===== src/rtl/c64_bus_arbiter.sv =====
// rtl/c64_bus_arbiter.sv - CPU / video / DRAM-refresh memory bus arbiter
//
// Purpose: shares one synchronous-RAM port between the CPU, a video fetcher
// (with a BA-style warning lead before the CPU loses the bus) and a periodic
// DRAM refresh cycle.
//
// Ports:
//   clk, reset          single clock, synchronous active-high reset
//   cpu_ab/do/we        CPU address, write data, write enable
//   cpu_rdy, cpu_di     CPU may advance; read data (= mem_di)
//   vid_req, vid_ab     video bus request (held for the burst), fetch address
//   vid_grant           video owns the bus this cycle
//   vid_valid, vid_di   vid_di holds data for the previous granted cycle
//   mem_ab/do/we, mem_di  memory port (mem_di one cycle after its address)
module c64_bus_arbiter #(
  parameter int BA_LEAD        = 3,
  parameter int REFRESH_PERIOD = 64
) (
  input  logic        clk,
  input  logic        reset,
  input  logic [15:0] cpu_ab,
  input  logic [7:0]  cpu_do,
  input  logic        cpu_we,
  output logic        cpu_rdy,
  output logic [7:0]  cpu_di,
  input  logic        vid_req,
  input  logic [15:0] vid_ab,
  output logic        vid_grant,
  output logic        vid_valid,
  output logic [7:0]  vid_di,
  output logic [15:0] mem_ab,
  output logic [7:0]  mem_do,
  output logic        mem_we,
  input  logic [7:0]  mem_di
);

  typedef enum logic [1:0] {
    S_CPU     = 2'd0,
    S_LEAD    = 2'd1,
    S_VIDEO   = 2'd2,
    S_REFRESH = 2'd3
  } state_t;

  state_t     state, state_nxt;
  logic [2:0] lead_cnt, lead_cnt_nxt;
  logic [7:0] ref_timer;
  logic       ref_pending;
  logic [7:0] ref_row;
  logic       tmr_hit;
  logic       ref_ok;

  assign tmr_hit = (ref_timer == 8'(REFRESH_PERIOD - 1));
  // A refresh may not steal the bus from a CPU write: the CPU cannot halt on one.
  assign ref_ok  = ref_pending && !cpu_we;

  assign cpu_di = mem_di;
  assign vid_di = mem_di;
  assign mem_do = cpu_do;

  always_ff @(posedge clk) begin
    if (reset) begin
      state       <= S_CPU;
      lead_cnt    <= 3'd0;
      ref_timer   <= 8'd0;
      ref_pending <= 1'b0;
      ref_row     <= 8'd0;
      vid_valid   <= 1'b0;
    end else begin
      state     <= state_nxt;
      lead_cnt  <= lead_cnt_nxt;
      vid_valid <= vid_grant;
      ref_timer <= tmr_hit ? 8'd0 : ref_timer + 8'd1;
      // A new timer expiry on the refresh-exit edge beats the clear.
      if (tmr_hit)
        ref_pending <= 1'b1;
      else if (state == S_REFRESH)
        ref_pending <= 1'b0;
      if (state == S_REFRESH)
        ref_row <= ref_row + 8'd1;
    end
  end

  always_comb begin
    state_nxt    = state;
    lead_cnt_nxt = lead_cnt;
    cpu_rdy      = 1'b0;
    vid_grant    = 1'b0;
    mem_ab       = cpu_ab;
    mem_we       = cpu_we;
    case (state)
      S_CPU: begin
        cpu_rdy = 1'b1;
        if (vid_req) begin
          state_nxt    = S_LEAD;
          lead_cnt_nxt = 3'(BA_LEAD - 1);
        end else if (ref_ok) begin
          state_nxt = S_REFRESH;
        end
      end
      S_LEAD: begin
        // CPU is warned but still drives the bus so a write can finish.
        if (vid_req) begin
          if (lead_cnt == 3'd0)
            state_nxt = S_VIDEO;
          else
            lead_cnt_nxt = lead_cnt - 3'd1;
        end else begin
          state_nxt = ref_ok ? S_REFRESH : S_CPU;
        end
      end
      S_VIDEO: begin
        vid_grant = 1'b1;
        mem_ab    = vid_ab;
        mem_we    = 1'b0;
        if (!vid_req)
          state_nxt = ref_pending ? S_REFRESH : S_CPU;
      end
      S_REFRESH: begin
        mem_ab    = {8'hFF, ref_row};
        mem_we    = 1'b0;
        state_nxt = S_CPU;
      end
      default: state_nxt = S_CPU;
    endcase
  end

endmodule


===== config.mk =====
export PLATFORM = sky130hd
export DESIGN_NAME = c64_bus_arbiter
export DESIGN_NICKNAME = d
export VERILOG_FILES = /design/src/rtl/c64_bus_arbiter.sv
export SDC_FILE = /design/constraint.sdc
export NUM_CORES = 1
export LEC_CHECK = 0
export ABC_AREA = 0
export BUFFER_PORTS_ARGS = -buffer_cell sky130_fd_sc_hd__buf_2
export CORE_MARGIN = 2
export CORE_UTILIZATION = 42
export CTS_CLUSTER_DIAMETER = 30
export DETAILED_ROUTE_END_ITERATION = 8
export PLACE_DENSITY_LB_ADDON = 0.2
export SLEW_MARGIN = 20
export SYNTH_ARGS = -nofsm -noshare
export SYNTH_HDL_FRONTEND = slang
export SYNTH_SLANG_ARGS = --single-unit

===== constraint.sdc =====
create_clock -name clk -period 2.1 [get_ports clk]
set_input_delay 0.21 -clock clk [delete_from_list [all_inputs] [get_ports clk]]
set_output_delay 0.21 -clock clk [all_outputs]
set_load 0.05 [all_outputs]

=== Word-level counts from Yosys, hierarchy flattened ===
Cells that the tools add are included.

* Output and inout bits: 44
* Input bits: 52
* Word-level logic and storage cells: 47
* Register bits after elaboration: 23

* Multiplexer cells: 18
* Equal/unequal tests: 10
* Add/subtract/negate cells: 3
* Reductions and logical operators: 10

{| class="wikitable"
|+ Operator list
! cell !! number
|-
| 16-bit one-hot mux with 2 select lines || 1
|-
| 8-bit by 1-bit adder with 8-bit output (second input constant) || 2
|-
| 2-bit two-way mux || 7
|-
| 3-bit two-way mux || 3
|-
| 8-bit by 6-bit equality test with 1-bit output (second input constant) || 1
|-
| 2-bit != test (second input constant) || 4
|-
| 2-bit one-hot mux with 4 select lines || 1
|-
| 3-bit != test (second input constant) || 2
|-
| 3-bit one-hot mux with 2 select lines || 1
|-
| 1-bit two-way mux || 5
|-
| 2-bit equality test (second input constant) || 2
|-
| 4-bit AND reduction || 1
|-
| 2-bit nonzero test || 2
|-
| 2-bit OR reduction || 2
|-
| 3-bit zero test || 1
|-
| 3-bit AND reduction || 1
|-
| 3-bit by 1-bit subtractor with 3-bit output (second input constant) || 1
|-
| 2-bit by 1-bit equality test with 1-bit output (second input constant) || 1
|-
| 2-bit zero test || 1
|-
| 1-bit logical AND || 1
|-
| 1-bit zero test || 1
|}

=== Logic depth before layout (Yosys ltp) ===
* Depth in word-level cells: 5
* Gate-level depth with buffers: 6

=== Least setup slack after synthesis ===
No wires, ideal clock.

* Path type: reg2out
* From: register state[0]
* To: output mem_ab[3]
* Cell stages (with the launch flop): 5
* Path buffers: 2
* Slack: 0.253 ns
* Data arrival time: 1.637 ns
* Cell sequence: dfxtp_1 -> buf_4 -> buf_2 -> mux2i_1 -> a21oi_1

* Cells in the longest elaborated chain, start to end: 2

{| class="wikitable"
|+ RTL lines
! element !! line !! text
|-
| start: declaration || 44 || <nowiki>state_t state, state_nxt;</nowiki>
|-
| start signal: assignment || 69 || <nowiki>state <= state_nxt;</nowiki>
|-
| 2-bit equality test || 90 || <nowiki>case (state)</nowiki>
|-
| 16-bit one-hot mux with 2 select lines * || 90 ||
|-
| end: declaration || 31 || <nowiki>output logic [15:0] mem_ab,</nowiki>
|}

Mark *: on every way between the ends. The rest lies on a longest branch, timed or not.

=== Worst setup path after layout ===
* From: register state[1]
* To: output mem_ab[14]

Same word-level chain as after synthesis.

==> results_dict.tcl <==
set metrics [dict create \
    grt_use_total_pct 15.8 \
    drc 0 \
    crit_type "register to output port" \
    vias 1310 \
    h-tree-depth 1 \
    chipWidth_um 64.0 \
    grt_max_degree 25 \
    r2r_end "lead_cnt[0]" \
    grt_pass1_vias 1179 \
    cp-start-kind "register" \
    clock_power_share_pct 20.6 \
    firstDrtPassIters 4 \
    ir_drop_v 0.000447 \
    p_seq_share_pct 45.7 \
    routabilityCongestion 0.792 \
    netSwitchingFraction_pct 36.9 \
    diodes 0 \
    ys.warnings.count 0 \
    crit_family "buffers and inverters" \
    io_pins 96 \
    core_mm2 0.00339 \
    fin_nets 273 \
    yosysUniqueCellTypes 38 \
    synth-async-reset-ratio_pct 0 \
    tns_ns 0 \
    grt_overflow 0 \
    syn-num-nets 242 \
    critPathSlowestCell "dfxtp_1" \
    antenna_found_initial 0 \
    hold_viol 0 \
    clk_pin_slew_worst_paths_ns 0.12 \
    viasPerCell 5.00 \
    drt-initial-drc-count 49 \
    avgSynthCellArea_um2 8.14 \
    io_buffers 55 \
    pwr-share-comb_pct 33.7 \
    max_freq_ghz 0.536 \
    slew_headroom_pct 72.4 \
    cts_max_path_buffers 2 \
    initial_core_util_pct 44.7 \
    p_leak_nw 0.725 \
    post_cts_resized 0 \
    rsz0062_at_grt "false" \
    crit_path_end_kind "output port" \
    grt_pass1_wl_um 5290 \
    fin_crit_sh_pct 88.8 \
    synthFlopType "dfxtp_1" \
    period_needed_ns 1.86 \
    cts_root_buf "clkbuf_4" \
    skew_ns 0.00375 \
    synth_edf_count 0 \
    maxCapViolCount 0 \
    slowest_delay_ns 0.33 \
    drive_gt1_share_pct 31.0 \
    switchingPower_w 0.000369 \
    status "finished clean" \
    cts_buffers 3 \
    path_cells "buf_4 -> nand2b_1 -> o22a_1 -> buf_2" \
    postCtsSetupRepairBufs 0 \
    syn_inst 186 \
    hold_class "input port to register" \
    synth_top_area_cell "dfxtp_1" \
    tightest_slew_ns 0.414 \
    setup_viol 0 \
    ys_ff_latch 23 \
    final_antenna_net_count 0 \
    ys_seq_area_share_pct 30.4 \
    routedWlPerCell_um 12.1 \
    worst-path-buf-inv 2 \
    cts.sinks 23 \
    power_density_mw_per_mm2 597 \
    synth_area_mm2 0.00151 \
    hold_depth 3 \
    dp_hpwl_um 2330 \
    min_to "state[1]" \
    cp.required_ns 1.89 \
    synth.most_common_cell "buf_4" \
    timing.rr.start "lead_cnt[0]" \
    cts-hold-fix-buffers 0 \
    synth_top_cell_area_share_pct 30.4 \
    p_int_w 0.000631 \
    ys_top_cells_by_area "dfxtp_1, buf_4, nor2_1" \
    crit_arrival_ns 1.65 \
    path_max_fanout 24 \
    maxSlewViolCount 0 \
    fp.dieH_um 64.0 \
    r2r_setup_slack_ns 0.52 \
    rows 21 \
    instances_no_fill 262 \
    min_from "vid_req" \
    placed_cells 258 \
    wirelength_um 3160 \
    dieArea_mm2 0.00410 \
    rr_worst_depth 5 \
    area_growth_pct 10.7 \
    insertion_delay_ns 0.31 \
    cts_tree "yes" \
    synth_commonest_cells "buf_4, dfxtp_1, nor2_1" \
]
## through the flow
stage	hold slack [ns]	total power, W	setup slack (ns)	utilization, %	area, um2
after floorplan	0.361	0.000838	0.253	-	1510
after global placement	0.420	0.000803	0.569	48.7	1650
after detailed placement	0.420	0.000803	0.534	48.7	1650
after CTS	0.218	0.00102	0.207	49.4	1680
after global routing	0.218	0.00106	0.0511	49.4	1680
final	0.235	0.00100	0.235	49.4	1680
## how the worst max path moves through the flow
stage | startpoint | end | depth (start not counted)
final | state[1] | mem_ab[14] | 4
after global routing | state[1] | mem_ab[14] | 4
after CTS | state[1] | mem_ab[14] | 4
after detailed placement | lead_cnt[0] | lead_cnt[0] | 5
after global placement | lead_cnt[0] | lead_cnt[0] | 5
after floorplan | state[0] | mem_ab[3] | 4
## placed cells by master, fill, tap and decap left out, types with 2 or more instances in the layout
cell | synthesis | routed
nand2_1 | 7 | 7
nor2_1 | 23 | 23
mux2i_1 | 8 | 8
nor3b_1 | 2 | 2
and2_1 | 2 | 2
a31oi_1 | 2 | 2
dfxtp_1 | 23 | 23
o21ai_0 | 6 | 6
a21oi_1 | 17 | 17
or3_1 | 3 | 3
nand3_1 | 6 | 6
nand4_1 | 3 | 3
xnor2_1 | 2 | 2
buf_4 | 25 | 4
and3_1 | 2 | 2
clkbuf_4 | 0 | 3
xor2_1 | 3 | 3
o22a_1 | 8 | 8
nor2b_1 | 3 | 3
inv_1 | 10 | 10
ha_1 | 4 | 4
or4_1 | 2 | 2
buf_2 | 2 | 55
a21o_1 | 3 | 3
o31ai_1 | 2 | 2
mux2_2 | 2 | 2
## state kept, by name (all words and copies together), names as in the netlist
register,cells
lead_cnt,3
ref_pending,1
ref_row,8
ref_timer,8
state,2
vid_valid,1
## power by group through the flow
stage,logic (W),registers (W),clock network [W]
after floorplan,0.000369,0.000469,0
after global placement,0.000336,0.000467,0
after detailed placement,0.000336,0.000467,0
after CTS,0.000338,0.000457,0.000222
after global routing,0.000360,0.000459,0.000238
final,0.000337,0.000457,0.000206
## worst register-to-register path: stages (launching register included)
cell,delay [ns]
dfxtp_1,0.38
inv_1,0.05
ha_1,0.19
ha_1,0.25
or4b_1,0.51
a31oi_1,0.13
## logic make-up after synthesis
| family | synth area share [%] |
|---|---|
| adder cells (fa/ha/maj) | 3.31 |
| buffers and inverters | 17.5 |
| flip-flops | 30.4 |
| XOR/XNOR | 2.89 |
| AND/OR/NAND/NOR | 21.2 |
| AO/OA/AOI/OAI | 17.9 |
| multiplexers | 6.78 |
## layout make-up
| class | instances | area [um2] |
|---|---|---|
| Timing Repair Buffer | 59 | 305 |
| Tap cell | 46 | 57.6 |
| Sequential cell | 23 | 460 |
| Inverter | 10 | 37.5 |
| Clock buffer | 4 | 26.3 |
| Multi-Input combinational cell | 120 | 788 |
| Fill cell | 318 | 1710 |
## layer usage
| metal | wire (um) | vias to the layer above | track usage [%] |
|---|---|---|---|
| met1 | 1560 | 573 | 20.4 |
| met2 | 1320 | 36 | 24.1 |
| met3 | 212 | 16 | 5.28 |
| met4 | 64 | 0 | 6.25 |
| met5 | 0 | - | 0 |
| li1 | - | 685 | - |
Note: power is estimated with default switching activity, not from simulation.
